==> config.mk <==
export PLATFORM = sky130hd
export DESIGN_NAME = zero_one_hot_gen
export DESIGN_NICKNAME = d
export VERILOG_FILES = /design/src/rtl/zero_one_hot_gen_pkg.sv /design/src/rtl/zero_one_hot_rot.sv /design/src/rtl/zero_one_hot_gen.sv
export SDC_FILE = /design/constraint.sdc
export NUM_CORES = 1
export LEC_CHECK = 0
export CORE_UTILIZATION = 54
export CTS_CLUSTER_SIZE = 24
export DETAILED_ROUTE_END_ITERATION = 8
export PLACE_DENSITY_LB_ADDON = 0.2
export SYNTH_ARGS = -nofsm -noshare
export SYNTH_HDL_FRONTEND = slang
export SYNTH_SLANG_ARGS = --single-unit
==> constraint.sdc <==
create_clock -name clk -period 2.2 [get_ports clk]
set_clock_uncertainty 0.1 [all_clocks]
set_input_delay 0.44 -clock clk [delete_from_list [all_inputs] [get_ports clk]]
set_output_delay 0.44 -clock clk [all_outputs]
set_load 0.005 [all_outputs]
==> src/rtl/zero_one_hot_gen_pkg.sv <==
// ============================================================================
// Module   : zero_one_hot_gen_pkg
// Purpose  : Shared state encoding and one-hot rotate helper for the
//            zero-one-hot stimulus generator.
// Revision : 1.0 - initial release
// ============================================================================
`default_nettype none

package zero_one_hot_gen_pkg;

  // Widest vector the generator supports.
  localparam int MAX_WIDTH = 32;

  // Generator FSM encoding.
  typedef logic [1:0] state_t;
  localparam state_t ST_IDLE   = 2'd0;
  localparam state_t ST_HOLD   = 2'd1;
  localparam state_t ST_GAP    = 2'd2;
  localparam state_t ST_FINISH = 2'd3;

  // Rotate the low 'width' bits of vec by one place; dir=0 walks toward the
  // MSB (MSB wraps to bit 0), dir=1 walks toward the LSB (bit 0 wraps to MSB).
  function automatic logic [MAX_WIDTH-1:0] rotate_onehot(
    input logic [MAX_WIDTH-1:0] vec,
    input logic                 dir,
    input int unsigned          width
  );
    logic [MAX_WIDTH-1:0] mask;
    mask = (width >= MAX_WIDTH) ? '1
                                : ((MAX_WIDTH'(1) << width) - MAX_WIDTH'(1));
    if (!dir) begin
      rotate_onehot = ((vec << 1) | (vec >> (width - 1))) & mask;
    end else begin
      rotate_onehot = ((vec >> 1) | (vec << (width - 1))) & mask;
    end
  endfunction

endpackage

`default_nettype wire

==> src/rtl/zero_one_hot_rot.sv <==
// ============================================================================
// Module   : zero_one_hot_rot
// Purpose  : Combinational rotate-by-one of a WIDTH-bit vector, with wrap,
//            in either direction.
// Revision : 1.0 - initial release
// ============================================================================
`default_nettype none

module zero_one_hot_rot
  import zero_one_hot_gen_pkg::*;
#(
  parameter int WIDTH = 4
) (
  input  logic [WIDTH-1:0] vec,
  input  logic             dir,
  output logic [WIDTH-1:0] rot
);

  // Each output bit picks its lower neighbour when walking up and its upper
  // neighbour when walking down; the ends wrap around.
  for (genvar i = 0; i < WIDTH; i++) begin : g_bit
    localparam int UP_SRC = (i == 0) ? (WIDTH - 1) : (i - 1);
    localparam int DN_SRC = (i == WIDTH - 1) ? 0 : (i + 1);
    assign rot[i] = dir ? vec[DN_SRC] : vec[UP_SRC];
  end

endmodule

`default_nettype wire

==> src/rtl/zero_one_hot_gen.sv <==
// ============================================================================
// Module   : zero_one_hot_gen
// Purpose  : Sequential generator of a zero-one-hot WIDTH-bit vector. Walks a
//            single set bit with programmable hold time, direction and
//            optional all-zero gaps, under a start/busy/done handshake.
//            Optional macro ZERO_ONE_HOT_GEN_ERR_INJECT_EN adds an err_inject
//            input that forces a two-hot vector for one cycle in HOLD.
// Revision : 1.0 - initial release
// ============================================================================
`default_nettype none

module zero_one_hot_gen
  import zero_one_hot_gen_pkg::*;
#(
  parameter int WIDTH  = 4,
  parameter int HOLD_W = 4,
  parameter int STEP_W = 8
) (
  input  logic              clk,
  input  logic              rst_n,
  input  logic              start,
  input  logic [HOLD_W-1:0] hold_cycles,
  input  logic [STEP_W-1:0] num_steps,
  input  logic              dir_down,
  input  logic              gap_en,
`ifdef ZERO_ONE_HOT_GEN_ERR_INJECT_EN
  input  logic              err_inject,
`endif
  output logic              busy,
  output logic              done,
  output logic [WIDTH-1:0]  data
);

  localparam logic [WIDTH-1:0] LSB_PAT = WIDTH'(1);
  localparam logic [WIDTH-1:0] MSB_PAT = LSB_PAT << (WIDTH - 1);

  state_t              state;
  logic [WIDTH-1:0]    pat;        // current walking position, kept across gaps
  logic [WIDTH-1:0]    data_q;
  logic [HOLD_W-1:0]   hold_lat;
  logic [HOLD_W-1:0]   hold_cnt;
  logic [STEP_W-1:0]   steps_left;
  logic                dir_lat;
  logic                gap_lat;
  logic                busy_q;
  logic                done_q;
  logic [WIDTH-1:0]    rot_pat;
  logic [WIDTH-1:0]    start_pat;

  // Next position in the latched walking direction.
  zero_one_hot_rot #(
    .WIDTH (WIDTH)
  ) u_rot (
    .vec (pat),
    .dir (dir_lat),
    .rot (rot_pat)
  );

  assign start_pat = dir_down ? MSB_PAT : LSB_PAT;

  // Sequencer: latches the request, holds each pattern, inserts gaps and
  // signals completion.
  always_ff @(posedge clk) begin
    if (!rst_n) begin
      state      <= ST_IDLE;
      pat        <= '0;
      data_q     <= '0;
      hold_lat   <= '0;
      hold_cnt   <= '0;
      steps_left <= '0;
      dir_lat    <= 1'b0;
      gap_lat    <= 1'b0;
      busy_q     <= 1'b0;
      done_q     <= 1'b0;
    end else begin
      done_q <= 1'b0;
      case (state)
        ST_IDLE: begin
          data_q <= '0;
          busy_q <= 1'b0;
          if (start) begin
            hold_lat   <= hold_cycles;
            steps_left <= num_steps;
            dir_lat    <= dir_down;
            gap_lat    <= gap_en;
            hold_cnt   <= '0;
            if (num_steps == '0) begin
              state  <= ST_FINISH;
              done_q <= 1'b1;
            end else begin
              state  <= ST_HOLD;
              busy_q <= 1'b1;
              pat    <= start_pat;
              data_q <= start_pat;
            end
          end
        end

        ST_HOLD: begin
          if (hold_cnt == hold_lat) begin
            hold_cnt   <= '0;
            steps_left <= steps_left - STEP_W'(1);
            if (steps_left == STEP_W'(1)) begin
              state  <= ST_FINISH;
              busy_q <= 1'b0;
              done_q <= 1'b1;
              data_q <= '0;
            end else begin
              pat <= rot_pat;
              if (gap_lat) begin
                state  <= ST_GAP;
                data_q <= '0;
              end else begin
                data_q <= rot_pat;
              end
            end
          end else begin
            hold_cnt <= hold_cnt + HOLD_W'(1);
          end
        end

        ST_GAP: begin
          // pat was advanced on the way into the gap.
          state  <= ST_HOLD;
          data_q <= pat;
        end

        ST_FINISH: begin
          state  <= ST_IDLE;
          data_q <= '0;
          busy_q <= 1'b0;
        end

        default: begin
          state <= ST_IDLE;
        end
      endcase
    end
  end

  assign busy = busy_q;
  assign done = done_q;

`ifdef ZERO_ONE_HOT_GEN_ERR_INJECT_EN
  // In HOLD data equals pat, so rot_pat is the neighbouring bit; OR-ing it in
  // gives a two-hot vector for exactly the cycles err_inject is high.
  assign data = data_q | ((err_inject && (state == ST_HOLD)) ? rot_pat : '0);
`else
  assign data = data_q;
`endif

endmodule

`default_nettype wire
; Word-level counts from Yosys, hierarchy flattened
; Cells that the tools add are included.
[classes]
n_addsub = 2
n_eq_ne = 11
n_reduce_logical = 10
n_mux = 38
[op_table]
columns = operator, count
row1 = $mux 4, 12
row2 = $mux 8, 2
row3 = $pmux 4 s2, 2
row4 = $pmux 4 s4, 1
row5 = $pmux 8 s2, 1
row6 = $mux 1, 12
row7 = $mux 2, 5
row8 = $ne 2x2->1 const B, 5
row9 = $reduce_and 3->1, 3
row10 = $eq 8x1->1 const B, 1
row11 = $logic_not 8->1, 1
row12 = $pmux 2 s4, 1
row13 = $sub 8x1->8 const B, 1
row14 = $reduce_and 5->1, 1
row15 = $add 4x1->4 const B, 1
row16 = $eq 2x2->1 const B, 2
row17 = $eq 4x4->1, 1
row18 = $reduce_and 2->1, 2
row19 = $ne 3x3->1 const B, 1
row20 = $pmux 1 s3, 1
row21 = $reduce_bool 3->1, 1
row22 = $eq 2x1->1 const B, 1
row23 = $logic_not 2->1, 1
row24 = $pmux 1 s2, 1
row25 = $reduce_bool 2->1, 1
[totals]
input_bits = 17
reg_bits = 30

; Logic depth before layout (Yosys ltp)
; Gate-level depths: netlist of the first run.
[depth]
ltp_word = 5
mapped_depth = 7
mapped_depth_nobuf = 6

; By module
; A second synthesis of the first run with hierarchy kept.
[hier_totals]
hier_cells = 200
hier_area_um2 = 1685.4
[modules_own_cells]
columns = module, area_each_um2, instances, seq_area_each_um2, cells_per_inst
row1 = zero_one_hot_gen, 1640.3, 1, 600.6, 196
row2 = zero_one_hot_rot, 45.0, 1, 0.0, 4

; Worst setup path before layout of the first run
; No wires, ideal clock.
[synth_path]
path_type = flip-flop to flip-flop
startpoint = register steps_left[0]
endpoint = register steps_left[6]
path_slack_ns = 0.561
setup_ns = 0.074
stages_incl_launch_ff = 7
arrival_ns = 1.465
cell_sequence = dfxtp_1 > inv_1 > ha_1 > nor3b_1 > nand2_1 > or4_1 > a31oi_1
[synth_between]
elab_chain_cells = 3
[synth_rtl]
columns = element, line_no
row1 = "start, declared", zero_one_hot_gen.sv:42  ; logic [STEP_W-1:0] steps_left;
row2 = "start signal, assigned", zero_one_hot_gen.sv:83  ; steps_left <= num_steps;
row3 = "start signal, assigned", zero_one_hot_gen.sv:102  ; steps_left <= steps_left - STEP_W'(1);
row4 = $sub 8x1->8, zero_one_hot_gen.sv:102
row5 = $mux 8, zero_one_hot_gen.sv:100  ; if (hold_cnt == hold_lat) begin
row6 = $pmux 8 s2, zero_one_hot_gen.sv:77  ; case (state)
; No other way between the ends. The select of a mux whose other input is x is not followed.
; A chain may end at the register's enable or synchronous reset.

; Worst setup path in the final report of the first run
[layout_path]
startpoint = register hold_cnt[0]
endpoint = register steps_left[6]
[layout_between]
elab_chain_cells = 3
[layout_rtl]
columns = element, line_no
row1 = "start, declared", zero_one_hot_gen.sv:41  ; logic [HOLD_W-1:0] hold_cnt;
row2 = "start signal, assigned", zero_one_hot_gen.sv:118  ; hold_cnt <= hold_cnt + HOLD_W'(1);
row3 = $eq 4x4->1, zero_one_hot_gen.sv:100
row4 = $ne 2x2->1 (no source line), --
row5 = $reduce_and 3->1 (no source line), --
; No other way between the ends.

==> results.md, run 1 <==
* Pin count of the biggest net entering global routing at 19
* DRT iter0 DRCs at 106
* Die W at between 50 and 60 um
* Global Route Usage Sum at 0.289
* Worst Tran Pin Value at about 500 ps
* Synth Register Bits at 30
* Final slew viol count at 0
* Die ar. at about 3400 um^2
* Resized Gates After CTS at 0
* Dpl hpwl at between 3000 and 4000 um
* Die Height at 58.4 um
* Crit-path max FO at 10
* Worst R2R Path Depth at 4
* Worst-path clk slew at roughly 90 ps
* Fraction of synthesized area in multiplexers at 0.0495
* Commonest cells after routing, fill and taps aside: dfxtp_1, nand2_1, clkdlybuf4s50_1
* Nets at between 200 and 300
* Slew HR at 0.663
* Via count at ~1.7k
* Sw Share at 0.352
* Setup bufs post-CTS at 0
* Clock root cell: clkbuf_4
* Most common cell after layout, fill and taps aside: dfxtp_1
* Rows at 20
* # clock sinks at 30
* Hold WC Path Type: reg -> reg
* Vias in the first global route at 1555
* Post-route ant nets at 0
* Max frequency at ~500 MHz
* Fillers at between 200 and 300
* Clock Latency Late Sink at ~360 ps
* RSZ-0062 raised after global routing: no
* Vias per cell at around 6.2
* Simple-gate share of the synthesized area at 0.241
* Switching power at between 0.5 and 0.6 mW
* Combinational power share at 0.311
* CTS Buf Count at 5
* Yosys warning count at 0
* IO Pins at 23
* Syn_area_per_cell at about 8.6 um^2
* Worst r2r src: hold_cnt[0]
* Ant. Diodes at 0
* Syn Nets at roughly 220
* Total Power at around 1.5 mW
* Post-Synth Adder-Cell Area at 0.0218
* Pwr Density at roughly 680 nW/um^2
* Post-synth EDFFs at 0
* Post-layout min period at roughly 2000 ps
* Int Power at roughly 0.94 mW
* Pleak at 0.748 nW
* Post-synthesis compound-gate area fraction at 0.266
* H-tree depth at 2
* GRT met1 Usage at 0.367
* TritonRoute pass-1 iters at 4
* Largest family of logic cells by synthesized area: compound AO/OA/AOI/OAI gates
* Share of cells above drive strength 1 at 0.173
* GRT overflow at 0
* Sequential share of power at 0.439
* Yosys top cell area share at 0.349
* Ys async rst share at 0
* GRT met2 Usage at 0.461
* Area of the mapped netlist at roughly 1700 um^2
* Largest cells by area after synthesis: dfxtp_1, nand2_1, a21oi_1
* Endpoint type of the worst setup path: flop
* Clock Path Buffers at 2
* Post-CTS Hold Fix Bufs at 0
* Crit path capture: steps_left[6]
* Area growth from synthesis to layout at 23.5%
* Core area at around 3000 um^2
* Setup total negative slack at 0 ps
* Max stage delay on crit path at 620 ps
* Status: finished clean
* Final Cycle Share at 0.913
* GRT busiest layer: met2
* R2R Path End: steps_left[6]
* Worst setup path class: reg -> reg
* Leading area contributor after synthesis: dfxtp_1
* Buffers on Ports at 22
* Max_cap viols at 0
* Routed WL at about 4400 um
* Post-layout util at 0.701
* DR WL/cell at about 16 um
* Seq/Total Area, Yosys at 0.349
* Global placer's final weighted congestion at a little over 0.9
* Final count of negative-setup-slack endpoints at 0
* Critical Path, Cell by Cell: xnor2_1, nand4_1, or4_1, a31oi_1
* Worst path arrival time at approximately 2200 ps
* Ys flop type: dfxtp_1
* Initial Util at 0.568
* Worst path required time at approximately 2400 ps
* CTS tree: built
* Clock power share at 0.251
* Xor and xnor fraction of the mapped netlist area at 0.0204
* Crit-path slowest cell: or4_1
* Worst Setup SP: hold_cnt[0]
* DRC violations left at 0
* Distinct cells, synth at between 50 and 60
* Worst setup SP type: flop
* Initial antenna violation count at 0
* Final Hold Viols at 0
* Synthesized instance count at around 200
* Internal reg-to-reg setup slack at between 150 and 200 ps
* Met3 usage at 0.0857
* Final hold slack at between 300 and 400 ps
* First-pass GRT wire length at ~7300 um
* Max VDD drop at approximately 0.43 mV
-- area by class of cell --
| cell class | count | area, um^2 | share of cell area |
|---|---|---|---|
| sequential | 30 | 601 | 0.283 |
| clock inverter | 1 | 5.00 | 0.00236 |
| tap | 44 | 55.1 | 0.0259 |
| inverter | 5 | 18.8 | 0.00884 |
| timing repair buffer | 39 | 360 | 0.170 |
| multi-input combinational | 149 | 1030 | 0.484 |
| clock buffer | 7 | 55.1 | 0.0259 |
-- routing by layer --
metal	up-vias	routed length (um)
met2	58	2160
met4	0	86
met5	-	0
met1	835	1910
met3	8	250
li1	807	-
-- logic make-up (layout without fill, tap and decap cells) --
logic type,after synthesis,count (layout)
AND/OR/NAND/NOR,74,74
multiplexers,8,8
XOR/XNOR,4,4
buffers and inverters,20,52
flip-flops,30,30
adder cells (fa/ha/maj),3,3
AO/OA/AOI/OAI,60,60
-- worst min-delay path by stage --
stage	startpoint	to	slack (ps)	cells after the start
2_1_floorplan	hold_lat[2]	hold_lat[2]	350	2
3_3_place_gp	data[2]	data[2]	350	1
3_5_place_dp	data[1]	data[1]	360	1
4_1_cts	hold_lat[3]	hold_lat[3]	380	2
5_1_grt	data[1]	data[1]	390	1
6_report	data[1]	data[1]	370	1
-- synth_stat cells, drive strengths merged, types with 4 or more instances --
library cell   n
a21oi         20
a31oi          5
buf           11
clkbuf         4
dfxtp         30
inv            5
mux2           4
mux2i          4
nand2         27
nand3         12
nor2           5
nor2b          5
nor3           4
nor4           6
xnor2          4
-- metrics by stage --
stage / area (um^2) / setup WS (ps) / std cells
2_1_floorplan: 1720 / 561 / 199
3_3_place_gp: 2060 / 136 / 267
3_5_place_dp: 2060 / 105 / 267
4_1_cts: 2120 / 170 / 275
5_1_grt: 2120 / 71.4 / 275
6_report: 2120 / 191 / 275
-- critical path: cells and delay by family, from the launching register on --
| family | cells | cell delay, ps |
|---|---|---|
| DFF | 1 | 430 |
| AOI/OAI and AO/OA | 1 | 180 |
| and+or+nand+nor | 2 | 1070 |
| xor gates and xnor gates | 1 | 170 |
-- power by group through the flow --
stage	logic, mW	clock network (mW)	registers (mW)
final	0.451	0.364	0.637
after global placement	0.432	0	0.645
after CTS	0.447	0.366	0.635
after global routing	0.492	0.393	0.641
after floorplan	0.297	0	0.634
after detailed placement	0.445	0	0.648
-- sequential cells by signal, indices dropped and copies added, names as in the netlist, 2 cells and up --
signal	cells
state	2
steps_left	8
hold_cnt	4
hold_lat	4
data	4
pat	4
No activity file was read; power rests on OpenSTA's default activity.
==> run 2, diff against run 1 <==
Settings changed: CORE_UTILIZATION 54 to 45.
==> results.md, run 2 (synthesis gave the netlist of run 1 again) <==
* Pin count of the biggest net entering global routing at 16 (was 19)
* Resized Gates After CTS at 0 (unchanged)
* Buffers on Ports at 22 (unchanged)
* Clock root cell: clkbuf_8 (was clkbuf_4)
* DR WL/cell at 15.9 um (was 16.0 um)
* Post-layout min period at 1900 ps (was 2010 ps)
* Clock power share at 0.341 (was 0.251)
* Setup ws final at 300 ps (was 191 ps)
* Vias per cell at 5.99 (was 6.21)
* Initial Util at 0.470 (was 0.568)
* IO Pins at 23 (unchanged)
* Worst Setup SP: steps_left[0] (was hold_cnt[0])
* H-tree depth at 2 (unchanged)
* # clock sinks at 30 (unchanged)
* Commonest cells after routing, fill and taps aside: dfxtp_1, nand2_1, clkdlybuf4s50_1 (unchanged)
* GRT overflow at 0 (unchanged)
* Dpl ws at 76.2 ps (was 105 ps)
* RSZ-0062 raised after global routing: no (unchanged)
* CTS Buf Count at 5 (unchanged)
* Die ar. at 4070 um^2 (was 3410 um^2)
* Sw Share at 0.321 (was 0.352)
* Dpl hpwl at 3210 um (was 3240 um)
* Clock Path Buffers at 2 (unchanged)
* Int Power at 1.11 mW (was 0.941 mW)
* Combinational power share at 0.269 (was 0.311)
* Worst r2r src: steps_left[0] (was hold_cnt[0])
* Max frequency at 526 MHz (was 498 MHz)
* Setup bufs post-CTS at 0 (unchanged)
* Pleak at 0.767 nW (was 0.748 nW)
* Worst setup path class: reg -> reg (unchanged)
* Max reg flops at 8 (unchanged)
* Placed inst area at 2060 um^2 (about the same)
* Nets at 250 (unchanged)
* Crit path capture: steps_left[6] (unchanged)
* Switching power at 0.526 mW (was 0.511 mW)
* Routed WL at 4450 um (was 4410 um)
* Final Hold Viols at 0 (unchanged)
* Worst setup SP type: flop (unchanged)
* Final Cycle Share at 0.864 (was 0.913)
* Final slew viol count at 0 (unchanged)
* Max_cap viols at 0 (unchanged)
* Die W at 63.8 um (was 58.4 um)
* Worst-path clk slew at 70 ps (was 90 ps)
* Endpoint type of the worst setup path: flop (unchanged)
* Crit-path max FO at 6 (was 10)
* Final hold slack at 370 ps (was 371 ps)
* Initial antenna violation count at 0 (unchanged)
* Status: finished clean (unchanged)
* Slew HR at 0.680 (was 0.663)
* Rows at 22 (was 20)
* R2R Path End: steps_left[6] (unchanged)
* Worst path required time at 2310 ps (was 2380 ps)
* DRC violations left at 0 (unchanged)
* Global Route Usage Sum at 0.247 (was 0.289)
* Clock Latency Late Sink at 290 ps (was 360 ps)
* Ant. Diodes at 0 (unchanged)
* Post-route ant nets at 0 (unchanged)
* First-pass GRT wire length at 7700 um (was 7270 um)
* Area growth from synthesis to layout at 25.9% (was 23.5%)
* Total Power at 1.64 mW (was 1.45 mW)
* Worst Tran Pin Value at 480 ps (was 504 ps)
* Worst R2R Path Depth at 6 (was 4)
* Top reg by flops: steps_left (unchanged)
* Max VDD drop at 0.506 mV (was 0.432 mV)
* Pwr Density at 756 nW/um^2 (was 684 nW/um^2)
* CTS tree: built (unchanged)
* DRT iter0 DRCs at 81 (was 106)
* Design area at 2160 um^2 (was 2120 um^2)
* Sequential share of power at 0.390 (was 0.439)
* Via count at 1672 (was 1708)
* Hold WC Path Type: reg -> reg (unchanged)
* Vias in the first global route at 1636 (was 1555)
* Share of cells above drive strength 1 at 0.177 (was 0.173)
* Worst path arrival time at 2010 ps (was 2190 ps)
* Global placer's final weighted congestion at 0.881 (was 0.910)
* TritonRoute pass-1 iters at 4 (unchanged)
* Core area at 3660 um^2 (was 3030 um^2)
* Post-CTS Hold Fix Bufs at 0 (unchanged)
* Final count of negative-setup-slack endpoints at 0 (unchanged)
* Internal reg-to-reg setup slack at 300 ps (was 190 ps)
* Die Height at 63.8 um (was 58.4 um)
* Setup total negative slack at 0 ps (unchanged)
* Most common cell after layout, fill and taps aside: dfxtp_1 (unchanged)
-- run 2: changes by cell type in the layout (fill, tap and decap cells not counted), sizes merged --
cell    before  now
clkbuf       7    5
bufinv       0    1
clkinv       1    2
-- run 2: power groups by stage --
stage | registers [mW] | logic, mW | clock network [mW]
floorplan | 0.634 | 0.297 | 0
global placement | 0.646 | 0.424 | 0
detailed placement | 0.649 | 0.433 | 0
CTS | 0.637 | 0.435 | 0.565
global route | 0.644 | 0.479 | 0.591
finish | 0.639 | 0.440 | 0.559
-- run 2: metal layers --
metal,routed length [um],up-vias,global-route usage
met1,1970,808,0.306
li1,-,808,-
met3,210,8,0.0643
met2,2190,48,0.390
met5,0,-,0
met4,82,0,0.131
-- run 2: cell type report --
class | count | area, um^2
fillers | 318 | 1500
multi-input cells | 149 | 1030
flip-flops and latches | 30 | 601
repair buffers | 39 | 348
clock buffers | 5 | 68.8
well taps | 48 | 60.1
clock inverters | 3 | 40.0
inverters | 5 | 18.8
-- run 2: worst max-delay path, stage by stage (launching register included) --
cell and delay (ps):
dfxtp_1 370, inv_1 90, ha_1 190, nor3b_1 380, nand2_1 120, or4_1 400
a31oi_1 170
-- run 2: how the worst min path moves through the flow --
stage / slack [ps] / cells past startpoint / start / endpoint
final: 370 / 2 / hold_lat[2] / hold_lat[2]
after global placement: 350 / 1 / data[1] / data[1]
after CTS: 370 / 2 / hold_lat[2] / hold_lat[2]
after floorplan: 350 / 2 / hold_lat[2] / hold_lat[2]
after global routing: 400 / 2 / hold_lat[3] / hold_lat[3]
after detailed placement: 360 / 2 / hold_lat[2] / hold_lat[2]
-- run 2: through the flow --
stage	util	cells
after floorplan	-	199
after global placement	0.562	271
after detailed placement	0.562	271
after CTS	0.591	279
after global routing	0.591	279
final	0.591	279
==> run 3, diff against run 2 <==
Settings changed: SYNTH_HIERARCHICAL set to 1.
==> results.md, run 3 <==
* Buf/Inv on CP at 2 (was 1)
* Crit-path slowest cell: clkdlybuf4s50_1 (was or4_1)
* Final Hold Viols at 0 (unchanged)
* Most common cell after layout, fill and taps aside: dfxtp_1 (unchanged)
* GRT overflow at 0 (unchanged)
* Commonest cells after routing, fill and taps aside: dfxtp_1, nand2_1, clkdlybuf4s50_1 (unchanged)
* DR WL/cell at 16.6 um (was 15.9 um)
* Dpl ws at -24.3 ps (was 76.2 ps)
* Crit-path max FO at 3 (was 6)
* Syn Nets at 220 (was 219)
* Share of cells above drive strength 1 at 0.144 (was 0.177)
* Max frequency at 524 MHz (was 526 MHz)
* Placed cell count at 267 (was 271)
* Int Power at 1.07 mW (was 1.11 mW)
* Setup bufs post-CTS at 0 (unchanged)
* Top reg by flops: steps_left (unchanged)
* DRT iter0 DRCs at 173 (was 81)
* IO Pins at 23 (unchanged)
* Pleak at 0.743 nW (was 0.767 nW)
* Nets at 248 (was 250)
* Vias in the first global route at 1698 (was 1636)
* DRC violations left at 0 (unchanged)
* Clock Latency Late Sink at 290 ps (about the same)
* Status: finished clean (unchanged)
* Final slew viol count at 0 (unchanged)
* Ant. Diodes at 0 (unchanged)
* Worst r2r src: steps_left[0] (unchanged)
* Sw Share at 0.312 (was 0.321)
* H-tree depth at 2 (unchanged)
* Hold WC Path Type: reg -> reg (unchanged)
* Sequential share of power at 0.405 (was 0.390)
* Routed WL at 4550 um (was 4450 um)
* Yosys top cell area share at 0.356 (was 0.349)
* Syn_area_per_cell at 8.43 um^2 (was 8.64 um^2)
* Synthesized instance count at 200 (was 199)
* Seq/Total Area, Yosys at 0.356 (was 0.349)
* # clock sinks at 30 (unchanged)
* Max_cap viols at 0 (unchanged)
* Die W at 63.2 um (was 63.8 um)
* Clock Path Buffers at 2 (unchanged)
* Final count of negative-setup-slack endpoints at 0 (unchanged)
* Core area at 3470 um^2 (was 3660 um^2)
* Pwr Density at 737 nW/um^2 (was 756 nW/um^2)
* Max VDD drop at 0.542 mV (was 0.506 mV)
* Buffers on Ports at 22 (unchanged)
* Global Route Usage Sum at 0.247 (about the same)
* Leading area contributor after synthesis: dfxtp_1 (unchanged)
* Critical Path, Cell by Cell: clkdlybuf4s50_1, nor4_1, buf_4, a21oi_2, a31oi_1, mux2i_1 (was inv_1, ha_1, nor3b_1, nand2_1, or4_1, a31oi_1)
* Endpoint type of the worst setup path: flop (unchanged)
* Pin count of the biggest net entering global routing at 24 (was 16)
* Max reg flops at 8 (unchanged)
* Die ar. at 3990 um^2 (was 4070 um^2)
* Area of the mapped netlist at 1690 um^2 (was 1720 um^2)
* Worst path required time at 2320 ps (was 2310 ps)
* Family with the most delay on the worst path: buffers and inverters (was simple AND/OR/NAND/NOR gates)
* Setup ws final at 292 ps (was 300 ps)
* Worst setup path class: in -> reg (was reg -> reg)
* Die Height at 63.2 um (was 63.8 um)
* Design area at 2110 um^2 (was 2160 um^2)
* Worst setup SP type: input port (was flop)
* Placed inst area at 2000 um^2 (was 2060 um^2)
* Post-layout min period at 1910 ps (was 1900 ps)
* Dpl hpwl at 3340 um (was 3210 um)
* Initial antenna violation count at 0 (unchanged)
* First-pass GRT wire length at 7730 um (was 7700 um)
* Fin cells at 275 (was 279)
* RSZ-0062 raised after global routing: no (unchanged)
* Initial Util at 0.486 (was 0.470)
* Min-delay src: data[2] (was hold_lat[2])
* Worst Setup SP: num_steps[5] (was steps_left[0])
* Area growth from synthesis to layout at 25.4% (was 25.9%)
* Post-synth EDFFs at 0 (unchanged)
* Most common cell in the netlist: dfxtp_1 (unchanged)
* Resized Gates After CTS at 0 (unchanged)
* Worst-path clk slew at 60 ps (was 70 ps)
* Post-route ant nets at 0 (unchanged)
* Ys async rst share at 0 (unchanged)
* Via count at 1714 (was 1672)
* Post-synth top cells: dfxtp_1, nand2_1, a21oi_1 (unchanged)
* Synth Register Bits at 30 (unchanged)
* Clock root cell: clkbuf_8 (unchanged)
* TritonRoute pass-1 iters at 4 (unchanged)
* Vias per cell at 6.23 (was 5.99)
* Distinct cells, synth at 51 (was 56)
* Global placer's final weighted congestion at 0.930 (was 0.881)
* Clock power share at 0.341 (about the same)
* Yosys warning count at 6 (was 0)
* Post-layout util at 0.609 (was 0.591)
* Worst Tran Pin Value at 784 ps (was 480 ps)
* Ys flop type: dfxtp_1 (unchanged)
* Largest cells by area after synthesis: dfxtp_1, nand2_1, a21oi_1 (unchanged)
* Combinational power share at 0.254 (was 0.269)
* Switching power at 0.486 mW (was 0.526 mW)
* CTS Buf Count at 5 (unchanged)
* Post-CTS Hold Fix Bufs at 0 (unchanged)
* Worst path arrival time at 2020 ps (was 2010 ps)
* Rows at 21 (was 22)
* Max stage delay on crit path at 470 ps (was 400 ps)
* CTS tree: built (unchanged)
* Slew HR at 0.470 (was 0.680)
* Final Cycle Share at 0.867 (was 0.864)
[run 3: layout make-up]
cell class,count,area (um^2)
clock buffers,8,110
well taps,46,57.6
flip-flops and latches,30,601
inverters,5,18.8
fillers,311,1360
repair buffers,36,338
multi-input cells,150,988
[run 3: worst paths after layout]
kind,endpoint,slack [ps],cells after the start
max,pat[3],290,6
max reg2reg,pat[3],340,5
min reg2reg,data[2],370,1
min,data[2],370,1
[run 3: worst reg2reg max path, delay by kind of cell (launching register included)]
family                   cells  cell delay, ps
adder cells (fa/ha/maj)      1             170
multiplexers                 1             210
AO/OA/AOI/OAI                1             350
flip-flops                   1             410
AND/OR/NAND/NOR              2             540
[run 3: cells by family (layout without fill, tap and decap cells)]
family                   count (synthesis)  after routing  share of synthesized area
flip-flops                              30             30                      0.356
multiplexers                             6              6                     0.0386
XOR/XNOR                                 5              5                     0.0260
AO/OA/AOI/OAI                           63             63                      0.268
buffers and inverters                   20             49                     0.0572
AND/OR/NAND/NOR                         73             73                      0.232
adder cells (fa/ha/maj)                  3              3                     0.0223
[run 3: layer usage]
metal  track usage  share of wire  wire [um]
met1         0.311           0.43       1970
met2         0.394           0.47       2150
met3        0.0580          0.081        370
met4         0.122          0.014         65
met5             0              0          0
[run 3: through the flow]
step                      setup TNS, ps  hold WS [ps]  total power [mW]
final                                 0           366              1.56
after global routing                  0           393              1.62
after CTS                             0           369              1.55
after detailed placement          -44.3           354              1.03
after global placement                0           353              1.01
after floorplan                       0           349             0.886
[run 3: power by group through the flow]
stage | Clock, mW | Sequential, mW | Combinational, mW
floorplan | 0 | 0.626 | 0.259
global placement | 0 | 0.639 | 0.373
detailed placement | 0 | 0.642 | 0.387
CTS | 0.535 | 0.630 | 0.389
global route | 0.559 | 0.636 | 0.429
finish | 0.531 | 0.631 | 0.395
